`src/rtl/pathfinder_pkg.sv`:
```
// Shared pathfinder types. The guarded defines are fallbacks that apply only when constants.v is not compiled first.
`ifndef DEFAULT_MADDR_WIDTH
`define DEFAULT_MADDR_WIDTH 32
`endif
`ifndef DEFAULT_MDATA_WIDTH
`define DEFAULT_MDATA_WIDTH 32
`endif
`ifndef DEFAULT_MAX_NODES
`define DEFAULT_MAX_NODES 16
`endif
`ifndef DEFAULT_INDEX_WIDTH
`define DEFAULT_INDEX_WIDTH 8
`endif
`ifndef NO_PREVIOUS_NODE
`define NO_PREVIOUS_NODE 8'hFF
`endif

package pathfinder_pkg;

  typedef enum logic [1:0] {
    IDLE,
    EMIT,
    REQ,
    DONE
  } path_tracer_state_t;

endpackage

```
`src/rtl/path_tracer_if.sv`:
```
// Control, memory-read and path-stream signals of path_tracer.
// The master modport is the tracer side and the slave modport is its environment.
interface path_tracer_if #(
  parameter int MADDR_WIDTH = `DEFAULT_MADDR_WIDTH,
  parameter int MDATA_WIDTH = `DEFAULT_MDATA_WIDTH,
  parameter int INDEX_WIDTH = `DEFAULT_INDEX_WIDTH
);
  logic                   enable;
  logic [INDEX_WIDTH-1:0] source;
  logic [INDEX_WIDTH-1:0] destination;
  logic [INDEX_WIDTH-1:0] number_of_nodes;
  logic [MADDR_WIDTH-1:0] base_address;

  logic                   mem_read_enable;
  logic [MADDR_WIDTH-1:0] mem_addr;
  logic [MDATA_WIDTH-1:0] mem_read_data;
  logic                   mem_read_ready;

  logic [INDEX_WIDTH-1:0] path_node;
  logic                   path_valid;
  logic                   path_ready;
  logic                   path_last;

  logic                   ready;
  logic                   done;
  logic                   error;

  modport master (
    input  enable, source, destination, number_of_nodes, base_address,
    input  mem_read_data, mem_read_ready, path_ready,
    output mem_read_enable, mem_addr, path_node, path_valid, path_last,
    output ready, done, error
  );

  modport slave (
    output enable, source, destination, number_of_nodes, base_address,
    output mem_read_data, mem_read_ready, path_ready,
    input  mem_read_enable, mem_addr, path_node, path_valid, path_last,
    input  ready, done, error
  );
endinterface

```
`src/rtl/path_addr_gen.sv`:
```
// Address of prev[cur]: base + (N*N + cur) * (MADDR_WIDTH/8), modulo 2^MADDR_WIDTH.
// N*N and base are captured on load; the address follows cur combinationally.
module path_addr_gen #(
  parameter int MADDR_WIDTH = `DEFAULT_MADDR_WIDTH,
  parameter int INDEX_WIDTH = `DEFAULT_INDEX_WIDTH
) (
  input  logic                   clock,
  input  logic                   reset,
  input  logic                   load,
  input  logic [INDEX_WIDTH-1:0] number_of_nodes,
  input  logic [MADDR_WIDTH-1:0] base_address,
  input  logic [INDEX_WIDTH-1:0] cur,
  output logic [MADDR_WIDTH-1:0] mem_addr
);
  localparam logic [MADDR_WIDTH-1:0] WORD_BYTES = MADDR_WIDTH'(MADDR_WIDTH / 8);

  logic [MADDR_WIDTH-1:0] nsq;
  logic [MADDR_WIDTH-1:0] base;

  always_ff @(posedge clock or negedge reset) begin
    if (!reset) begin
      nsq  <= '0;
      base <= '0;
    end else if (load) begin
      nsq  <= MADDR_WIDTH'(number_of_nodes) * MADDR_WIDTH'(number_of_nodes);
      base <= base_address;
    end
  end

  assign mem_addr = base + (nsq + MADDR_WIDTH'(cur)) * WORD_BYTES;
endmodule

```
`src/rtl/path_tracer.sv`:
```
// Walks prev[] from destination back to source and streams the nodes; first beat 1 cycle after enable, memory latency + 1 per hop.
// A beat waits for path_ready with its outputs held. PATH_TRACER_HOP_COUNT_EN adds the hop_count output.
module path_tracer
  import pathfinder_pkg::*;
#(
  parameter int MADDR_WIDTH = `DEFAULT_MADDR_WIDTH,
  parameter int MDATA_WIDTH = `DEFAULT_MDATA_WIDTH,
  parameter int MAX_NODES   = `DEFAULT_MAX_NODES,
  parameter int INDEX_WIDTH = `DEFAULT_INDEX_WIDTH
) (
  input  logic                   clock,
  input  logic                   reset,
  path_tracer_if.master          bus
`ifdef PATH_TRACER_HOP_COUNT_EN
  ,
  output logic [INDEX_WIDTH-1:0] hop_count
`endif
);
  localparam logic [MDATA_WIDTH-1:0] NPN = MDATA_WIDTH'(`NO_PREVIOUS_NODE);

  path_tracer_state_t     state;
  logic [INDEX_WIDTH-1:0] src_q;
  logic [INDEX_WIDTH-1:0] n_q;
  logic [INDEX_WIDTH-1:0] cur;
  logic [INDEX_WIDTH-1:0] hops;
  logic [INDEX_WIDTH-1:0] path_node;
  logic                   path_valid;
  logic                   path_last;
  logic                   mem_read_enable;
  logic                   ready;
  logic                   done;
  logic                   error;

  logic                   start;
  logic                   bad_start;
  logic [MDATA_WIDTH-1:0] rd;
  logic [INDEX_WIDTH-1:0] rd_idx;
  logic                   rd_bad;

  assign start     = (state == IDLE) && bus.enable;
  assign bad_start = (bus.number_of_nodes == '0) || (bus.destination >= bus.number_of_nodes);

  assign rd     = bus.mem_read_data;
  assign rd_idx = rd[INDEX_WIDTH-1:0];
  // The hop guard bounds any cycle in prev[] to N beats.
  assign rd_bad = (rd == NPN) || (rd >= MDATA_WIDTH'(n_q)) || (|(rd >> INDEX_WIDTH))
                || (hops == n_q - INDEX_WIDTH'(1));

  path_addr_gen #(
    .MADDR_WIDTH(MADDR_WIDTH),
    .INDEX_WIDTH(INDEX_WIDTH)
  ) u_addr_gen (
    .clock          (clock),
    .reset          (reset),
    .load           (start),
    .number_of_nodes(bus.number_of_nodes),
    .base_address   (bus.base_address),
    .cur            (cur),
    .mem_addr       (bus.mem_addr)
  );

  always_ff @(posedge clock or negedge reset) begin
    if (!reset) begin
      state           <= IDLE;
      src_q           <= '0;
      n_q             <= '0;
      cur             <= '0;
      hops            <= '0;
      path_node       <= '0;
      path_valid      <= 1'b0;
      path_last       <= 1'b0;
      mem_read_enable <= 1'b0;
      ready           <= 1'b1;
      done            <= 1'b0;
      error           <= 1'b0;
    end else begin
      done <= 1'b0;
      case (state)
        IDLE: begin
          if (bus.enable) begin
            src_q <= bus.source;
            n_q   <= bus.number_of_nodes;
            cur   <= bus.destination;
            hops  <= '0;
            ready <= 1'b0;
            error <= 1'b0;
            if (bad_start) begin
              state <= DONE;
              done  <= 1'b1;
              error <= 1'b1;
            end else begin
              state      <= EMIT;
              path_valid <= 1'b1;
              path_node  <= bus.destination;
              path_last  <= (bus.destination == bus.source);
            end
          end
        end
        EMIT: begin
          if (bus.path_ready) begin
            path_valid <= 1'b0;
            path_last  <= 1'b0;
            if (path_last) begin
              state <= DONE;
              done  <= 1'b1;
            end else begin
              state           <= REQ;
              mem_read_enable <= 1'b1;
            end
          end
        end
        REQ: begin
          if (bus.mem_read_ready) begin
            mem_read_enable <= 1'b0;
            if (rd_bad) begin
              state <= DONE;
              done  <= 1'b1;
              error <= 1'b1;
            end else begin
              cur        <= rd_idx;
              hops       <= hops + INDEX_WIDTH'(1);
              state      <= EMIT;
              path_valid <= 1'b1;
              path_node  <= rd_idx;
              path_last  <= (rd_idx == src_q);
            end
          end
        end
        DONE: begin
          state <= IDLE;
          ready <= 1'b1;
        end
        default: state <= IDLE;
      endcase
    end
  end

  assert property (@(posedge clock) disable iff (!reset)
    start |-> (int'(bus.number_of_nodes) <= MAX_NODES));

  assign bus.path_node       = path_node;
  assign bus.path_valid      = path_valid;
  assign bus.path_last       = path_last;
  assign bus.mem_read_enable = mem_read_enable;
  assign bus.ready           = ready;
  assign bus.done            = done;
  assign bus.error           = error;

`ifdef PATH_TRACER_HOP_COUNT_EN
  assign hop_count = hops;
`endif
endmodule

```
`src/flat_wrapper.sv`:
```
// flat-port wrapper written by rule: the top's interface ports become plain ports
module path_tracer_flat import pathfinder_pkg::*;
#(
  parameter int MADDR_WIDTH = `DEFAULT_MADDR_WIDTH,
  parameter int MDATA_WIDTH = `DEFAULT_MDATA_WIDTH,
  parameter int MAX_NODES   = `DEFAULT_MAX_NODES,
  parameter int INDEX_WIDTH = `DEFAULT_INDEX_WIDTH
)
  (clock, reset, bus_enable, bus_source, bus_destination, bus_number_of_nodes, bus_base_address, bus_mem_read_data, bus_mem_read_ready, bus_path_ready, bus_mem_read_enable, bus_mem_addr, bus_path_node, bus_path_valid, bus_path_last, bus_ready, bus_done, bus_error);
  path_tracer_if #(.MADDR_WIDTH(MADDR_WIDTH), .MDATA_WIDTH(MDATA_WIDTH), .INDEX_WIDTH(INDEX_WIDTH)) bus_i ();
  input  logic clock;
  input  logic reset;
  input wire logic [$bits(bus_i.enable)-1:0] bus_enable;
  input wire logic [$bits(bus_i.source)-1:0] bus_source;
  input wire logic [$bits(bus_i.destination)-1:0] bus_destination;
  input wire logic [$bits(bus_i.number_of_nodes)-1:0] bus_number_of_nodes;
  input wire logic [$bits(bus_i.base_address)-1:0] bus_base_address;
  input wire logic [$bits(bus_i.mem_read_data)-1:0] bus_mem_read_data;
  input wire logic [$bits(bus_i.mem_read_ready)-1:0] bus_mem_read_ready;
  input wire logic [$bits(bus_i.path_ready)-1:0] bus_path_ready;
  output wire logic [$bits(bus_i.mem_read_enable)-1:0] bus_mem_read_enable;
  output wire logic [$bits(bus_i.mem_addr)-1:0] bus_mem_addr;
  output wire logic [$bits(bus_i.path_node)-1:0] bus_path_node;
  output wire logic [$bits(bus_i.path_valid)-1:0] bus_path_valid;
  output wire logic [$bits(bus_i.path_last)-1:0] bus_path_last;
  output wire logic [$bits(bus_i.ready)-1:0] bus_ready;
  output wire logic [$bits(bus_i.done)-1:0] bus_done;
  output wire logic [$bits(bus_i.error)-1:0] bus_error;
  assign bus_i.enable = bus_enable;
  assign bus_i.source = bus_source;
  assign bus_i.destination = bus_destination;
  assign bus_i.number_of_nodes = bus_number_of_nodes;
  assign bus_i.base_address = bus_base_address;
  assign bus_i.mem_read_data = bus_mem_read_data;
  assign bus_i.mem_read_ready = bus_mem_read_ready;
  assign bus_i.path_ready = bus_path_ready;
  assign bus_mem_read_enable = bus_i.mem_read_enable;
  assign bus_mem_addr = bus_i.mem_addr;
  assign bus_path_node = bus_i.path_node;
  assign bus_path_valid = bus_i.path_valid;
  assign bus_path_last = bus_i.path_last;
  assign bus_ready = bus_i.ready;
  assign bus_done = bus_i.done;
  assign bus_error = bus_i.error;
  path_tracer #(.MADDR_WIDTH(MADDR_WIDTH), .MDATA_WIDTH(MDATA_WIDTH), .MAX_NODES(MAX_NODES), .INDEX_WIDTH(INDEX_WIDTH)) u_core (.clock(clock), .reset(reset), .bus(bus_i));
endmodule
```
`config.mk`:
```
export PLATFORM = sky130hd
export DESIGN_NAME = path_tracer_flat
export DESIGN_NICKNAME = d
export VERILOG_FILES = /design/src/rtl/pathfinder_pkg.sv /design/src/rtl/path_tracer_if.sv /design/src/rtl/path_addr_gen.sv /design/src/rtl/path_tracer.sv /design/src/flat_wrapper.sv
export SDC_FILE = /design/constraint.sdc
export NUM_CORES = 1
export LEC_CHECK = 0
export CELL_PAD_IN_SITES_DETAIL_PLACEMENT = 1
export CELL_PAD_IN_SITES_GLOBAL_PLACEMENT = 1
export CORE_MARGIN = 4
export CORE_UTILIZATION = 54
export DETAILED_ROUTE_END_ITERATION = 6
export DONT_BUFFER_PORTS = 1
export GPL_TIMING_DRIVEN = 0
export PLACE_DENSITY_LB_ADDON = 0.05
export SLEW_MARGIN = 20
export SYNTH_ARGS = -nofsm -noshare
export SYNTH_HDL_FRONTEND = slang
export SYNTH_SLANG_ARGS = --single-unit
```
`constraint.sdc`:
```
create_clock -name clock -period 12.4 [get_ports clock]
set_input_delay 2.48 -clock clock [delete_from_list [all_inputs] [get_ports clock]]
set_output_delay 2.48 -clock clock [all_outputs]
set_load 0.01 [all_outputs]
```
# Yosys cells after proc, flatten, opt, wreduce, memory -nomap -nowiden
# Index checks and enable logic that the tools add are counted.
dict set report totals {
  reg_bits 96
  inputBits 93
}
dict set report classes {
  n_addsub 4
  multipliers 1
  n_lt_le_gt_ge 2
  eq_ne 14
  n_mux 46
  reduce_logical 20
}
# op n
set op_table {}
lappend op_table {{2-to-1 mux 8 bit} 8}
lappend op_table {{one-hot mux 8 bit (2 select lines)} 3}
lappend op_table {{adder 32 x 19 -> 32 bit} 1}
lappend op_table {{equality test 32 x 8 -> 1 bit (second input constant)} 1}
lappend op_table {{greater-or-equal comparator 32 x 8 -> 1 bit} 1}
lappend op_table {{equality test 8 bit} 3}
lappend op_table {{OR reduction 24 bit} 1}
lappend op_table {{2-to-1 mux 1 bit} 23}
lappend op_table {{adder 16 x 8 -> 17 bit} 1}
lappend op_table {{multiplier 8 x 8 -> 16 bit} 1}
lappend op_table {{inequality test 2 bit (second input constant)} 6}
lappend op_table {{AND reduction 4 bit} 3}
lappend op_table {{2-to-1 mux 2 bit} 5}
lappend op_table {{one-hot mux 1 bit (3 select lines)} 3}
lappend op_table {{adder 8 x 1 -> 8 bit (second input constant)} 1}
lappend op_table {{greater-or-equal comparator 8 bit} 1}
lappend op_table {{zero test 8 bit} 1}
lappend op_table {{one-hot mux 2 bit (4 select lines)} 1}
lappend op_table {{subtractor 8 x 1 -> 8 bit (second input constant)} 1}
lappend op_table {{one-hot mux 1 bit (2 select lines)} 3}
lappend op_table {{AND reduction 6 bit} 1}
lappend op_table {{nonzero test 2 bit} 3}
lappend op_table {{AND reduction 5 bit} 1}
lappend op_table {{equality test 2 bit (second input constant)} 2}
lappend op_table {{other kinds (8)} 12}

# Longest topological paths before layout
dict set report logic_depth {
  ltp_word 7
  mapped_depth 18
  depth_no_buf 18
}

# By module
# Synthesis repeated with hierarchy kept, for this count alone.
dict set report hier_totals {
  cells_unflattened 822
  area_unflattened_um2 7931.4
}
# mod instances cells_each area_each_um2 seq_area_each_um2
set by_module_without_submodules {}
lappend by_module_without_submodules {path_addr_gen 1 495 4743.3 1176.1}
lappend by_module_without_submodules {path_tracer 1 327 3188.1 1202.4}

# Worst setup path before layout
# Ideal clock, no wire load.
dict set report synth_path {
  path_type {input to register}
  start {input bus_number_of_nodes[5]}
  end {register u_core.u_addr_gen.nsq[13]}
  setup_ns 0.135
  arrival_ns 6.309
  required_ns 12.265
  setup_slack_ns 5.956
  stages 15
  cell_sequence {clkinv_1 > nor2_1 > fa_1 > fa_1 > inv_1 > fa_1 > fa_1 > inv_1 > ha_1 > o21ai_0 > or2_2 > o21ai_0 > o31ai_1 > xor2_1 > o21ai_0}
}
dict set report synth_via {
  elab_chain_len 1
}
# element line_no
set synth_lines {}
lappend synth_lines {{start, declared} flat_wrapper.sv:16} ;# input wire logic [$bits(bus_i.number_of_nodes)-1:0] bus_number_of_nodes;
lappend synth_lines {{multiplier 8 x 8 -> 16 bit} path_addr_gen.sv:25} ;# nsq <= MADDR_WIDTH'(number_of_nodes) * MADDR_WIDTH'(number_of_nodes);
lappend synth_lines {{end signal, assigned} path_addr_gen.sv:25}
lappend synth_lines {{end, declared} path_addr_gen.sv:17} ;# logic [MADDR_WIDTH-1:0] nsq;
# No other way between the ends.
# A chain may end at the register's enable or synchronous reset.

==> out/metrics.csv <==
stage;metric;value;unit
yosys;synth_compound_area_share;14.9;%
yosys;synth_xor_area_share;8.85;%
timing;setup_viol;0;
clock_tree;clock_path_buffers;2;
worst_setup_path;cp_cell_sequence;ha_1 > ha_1 > a21o_1 > a21oi_1 > nor2b_1 > o21ai_0 > a22o_1 > xnor2_1 > ha_1 > and3_1 > nand4_1 > a211oi_1 > o31ai_1 > a31o_2 > nor3b_1 > xor2_1;
clock_tree;cts_buffers;9;
floorplanning;num_rows;43;
timing;fin_tns_setup;0;ns
clock_tree;clock_sinks;94;
timing;final_max_slew_viol_count;0;
yosys;synth.top_cells.by_area;dfrtp_1, ha_1, mux2_2;
timing;max_freq;0.139;GHz
layout;nets;1020;
worst_setup_path;slowest_stage;dfrtp_1;
global_routing;gr-total-overflow;0;
placed_design;port_buffers;0;
floorplanning;die_x;128;µm
yosys;synth-seq-area-share;30.1;%
yosys;synthSimpleGateAreaFrac;12.3;%
clock_tree;postCtsSetupRepairBufs;0;
yosys;synth_top_area_cell;dfrtp_1;
floorplanning;io_pins;139;
worst_setup_path;r2r_slack;9.06;ns
timing;slew_headroom;45.1;%
worst_setup_path;regToRegStartpoint;u_core.n_q[0];
drt;drtIter0Drc;191;
yosys;syn_nets;1009;
drt;drt_first_pass_iters;4;
drt;wire_per_inst;22.2;µm
clock_tree;path_clk_slew;0.08;ns
timing;rsz0062_at_grt;false;
drt;vias;6174;
floorplanning;die-area;0.0165;mm²
placed_design;postPlaceCellArea;0.00805;mm²
yosys;synthAdderAreaFrac;19.1;%
yosys;synth.distinct_cells;59;
yosys;synth_ff_type;dfrtp_1;
clock_tree;cts_max_level;3;
yosys;synthCells;812;
power_and_ir_drop;ir_worst_vdd;0.142;mV
placed_design;dp_cells;992;
clock_tree;ctsHoldBuffers;0;
layout;fin_area;0.00838;mm²
yosys;synth_seq_cells;94;
worst_setup_path;end_kind;primary output;
layout;drive_gt1_share;12.3;%
global_routing;first_global_vias;6947;
worst_setup_path;critPathMaxFanout;8;
global_routing;grt_max_degree;95;
power_and_ir_drop;p_per_area;304;mW/mm²
global_routing;antenna_found_initial;1;
yosys;synthArstFlopShare;100;%
placed_design;preCtsSetupSlack;5.32;ns
timing;hold_violations;0;
layout;fillers;1589;
drt;drc_errors;0;
power_and_ir_drop;p_leak;0.00384;µW
floorplanning;die_y;128;µm
layout;mostFrequentLayoutCell;dfrtp_1;
yosys;synth_top_area_share;29.8;%
run_status;status;finished, final reports clean;
worst_setup_path;worstSetupStartpoint;u_core.n_q[0];
floorplanning;coreArea;0.0140;mm²
placed_design;gp_congestion;0.934;
worst_setup_path;setup.worst_path.end;bus_mem_addr[27];
worst_setup_path;slowest_delay;0.50;ns
layout;finalNonFillerCells;1008;
timing;post-route-period-util;58.0;%
worst_setup_path;reg2reg_depth;9;
placed_design;hpwl;17800;µm
timing;finClkSkew;0.0129;ns
yosys;syn_area;0.00782;mm²
yosys;synth_area_per_cell;9.63;µm²
clock_tree;clock_latency;0.36;ns
yosys;synthMuxAreaShare;10.1;%
floorplanning;start_util;55.7;%
timing;worst_pin_slew;0.820;ns
clock_tree;cts-resized-gates;0;
timing;period_minus_slack;7.19;ns
worst_setup_path;cp_common_cell;ha_1;
yosys;yosys_warnings;0;
global_routing;grt_pass1_wl;36200;µm
drt;drt-total-wl;22400;µm
worst_setup_path;path_class;reg -> out;
power_and_ir_drop;power;2550;µW
yosys;synth_top_family_by_area;adder cells;
global_routing;grt_usage;27.8;%
drt;via_per_inst;6.13;
worst_setup_path;rr_endpoint;u_core.cur[1];
clock_tree;cts_tree;built;
layout;area_delta_synth_final;7.15;%
run;maxCapViolations;0;
worst_setup_path;critPathRequiredTime;9.92;ns
timing;fin_ws;5.21;ns
clock_tree;cts.root.buffer_cell;clkbuf_16;
worst_setup_path;startpoint_type;register;
layout;final_cell_mix;dfrtp_1, ha_1, inv_1;
drt;final_antenna_net_count;0;
yosys;synth_edf_count;0;
worst_setup_path;arrival;4.71;ns
layout;insertedDiodeCount;0;
min_path;hold_class;reg -> reg;
-- how the worst min path moves through the flow --
| stage | start | to | slack (ns) | cells after the start |
|---|---|---|---|---|
| 2_1_floorplan | u_core.u_addr_gen.nsq[14] | u_core.u_addr_gen.nsq[14] | 0.45 | 2 |
| 3_3_place_gp | u_core.u_addr_gen.nsq[14] | u_core.u_addr_gen.nsq[14] | 0.48 | 2 |
| 3_5_place_dp | u_core.u_addr_gen.nsq[7] | u_core.u_addr_gen.nsq[7] | 0.48 | 2 |
| 4_1_cts | u_core.u_addr_gen.nsq[7] | u_core.u_addr_gen.nsq[7] | 0.49 | 2 |
| 5_1_grt | u_core.u_addr_gen.base[11] | u_core.u_addr_gen.base[11] | 0.53 | 1 |
| 6_report | u_core.u_addr_gen.nsq[7] | u_core.u_addr_gen.nsq[7] | 0.49 | 2 |
-- sequential cells by signal (all words and copies together) (netlist names), 2 cells and up --
register and flops:
u_core.bus.path_node 8, u_core.cur 8, u_core.hops 8, u_core.n_q 8, u_core.src_q 8, u_core.state 2
u_core.u_addr_gen.base 32, u_core.u_addr_gen.nsq 14
-- power by group --
| group | internal [µW] | switching, µW |
|---|---|---|
| Clock | 182 | 136 |
| Combinational | 669 | 972 |
| Sequential | 448 | 142 |
| Total | 1300 | 1250 |
-- routing by layer --
layer | GRT usage (%) | part of all wire, % | vias up
met1 | 33.0 | 41 | 3083
met2 | 49.6 | 50 | 168
met3 | 5.85 | 6.0 | 47
li1 | - | - | 2874
met5 | 0 | 0.085 | -
met4 | 9.80 | 2.9 | 2
-- layout make-up --
type                    count  area (µm²)  area share (%)
plain buffers              19        78.8           0.941
clock buffers               9         225            2.69
clock inverters             7         109            1.30
inverters                  75         282            3.36
multi-input cells         624        5110            60.9
flip-flops and latches     94        2350            28.1
well taps                 180         225            2.69
-- cell usage after synthesis (3+ instances only) --
cell type,instances
and2_1,7
o21a_1,4
dfrtp_1,93
ha_1,78
nand2b_1,5
a21oi_1,41
nor4_1,15
clkbuf_1,17
o21ai_0,48
a22o_1,3
nor3_1,11
a31oi_1,6
a21boi_0,8
and3_1,7
a211oi_1,5
o31ai_1,6
a21o_1,17
nand3_1,12
xor2_1,33
or2_2,4
inv_1,71
clkinv_1,4
nor2b_1,5
nand3b_1,3
xnor2_1,46
nand4_1,13
nor2_1,42
nand2_1,62
fa_1,26
mux2_2,66
o21bai_1,10
-- cell families after synthesis --
family,count (synthesis)
AO/OA/AOI/OAI,175
XOR/XNOR,79
adder cells (fa/ha/maj),104
buffers and inverters,94
flip-flops,94
multiplexers,70
AND/OR/NAND/NOR,196
-- critical path: cells and delay by family, from the launching register on --
kind	cells	cell delay, ns
xor+xnor	2	0.37
simple gates	4	0.75
fa+ha+maj	3	0.89
compound gates	7	1.84
flops	1	0.50
-- stage by stage --
step / util, % / hold slack (ns)
finish: 59.7 / 0.493
global route: 59.7 / 0.532
CTS: 59.7 / 0.494
detailed placement: 57.3 / 0.477
global placement: 57.3 / 0.477
floorplan: - / 0.450
Power figures use the tool's default switching activity.
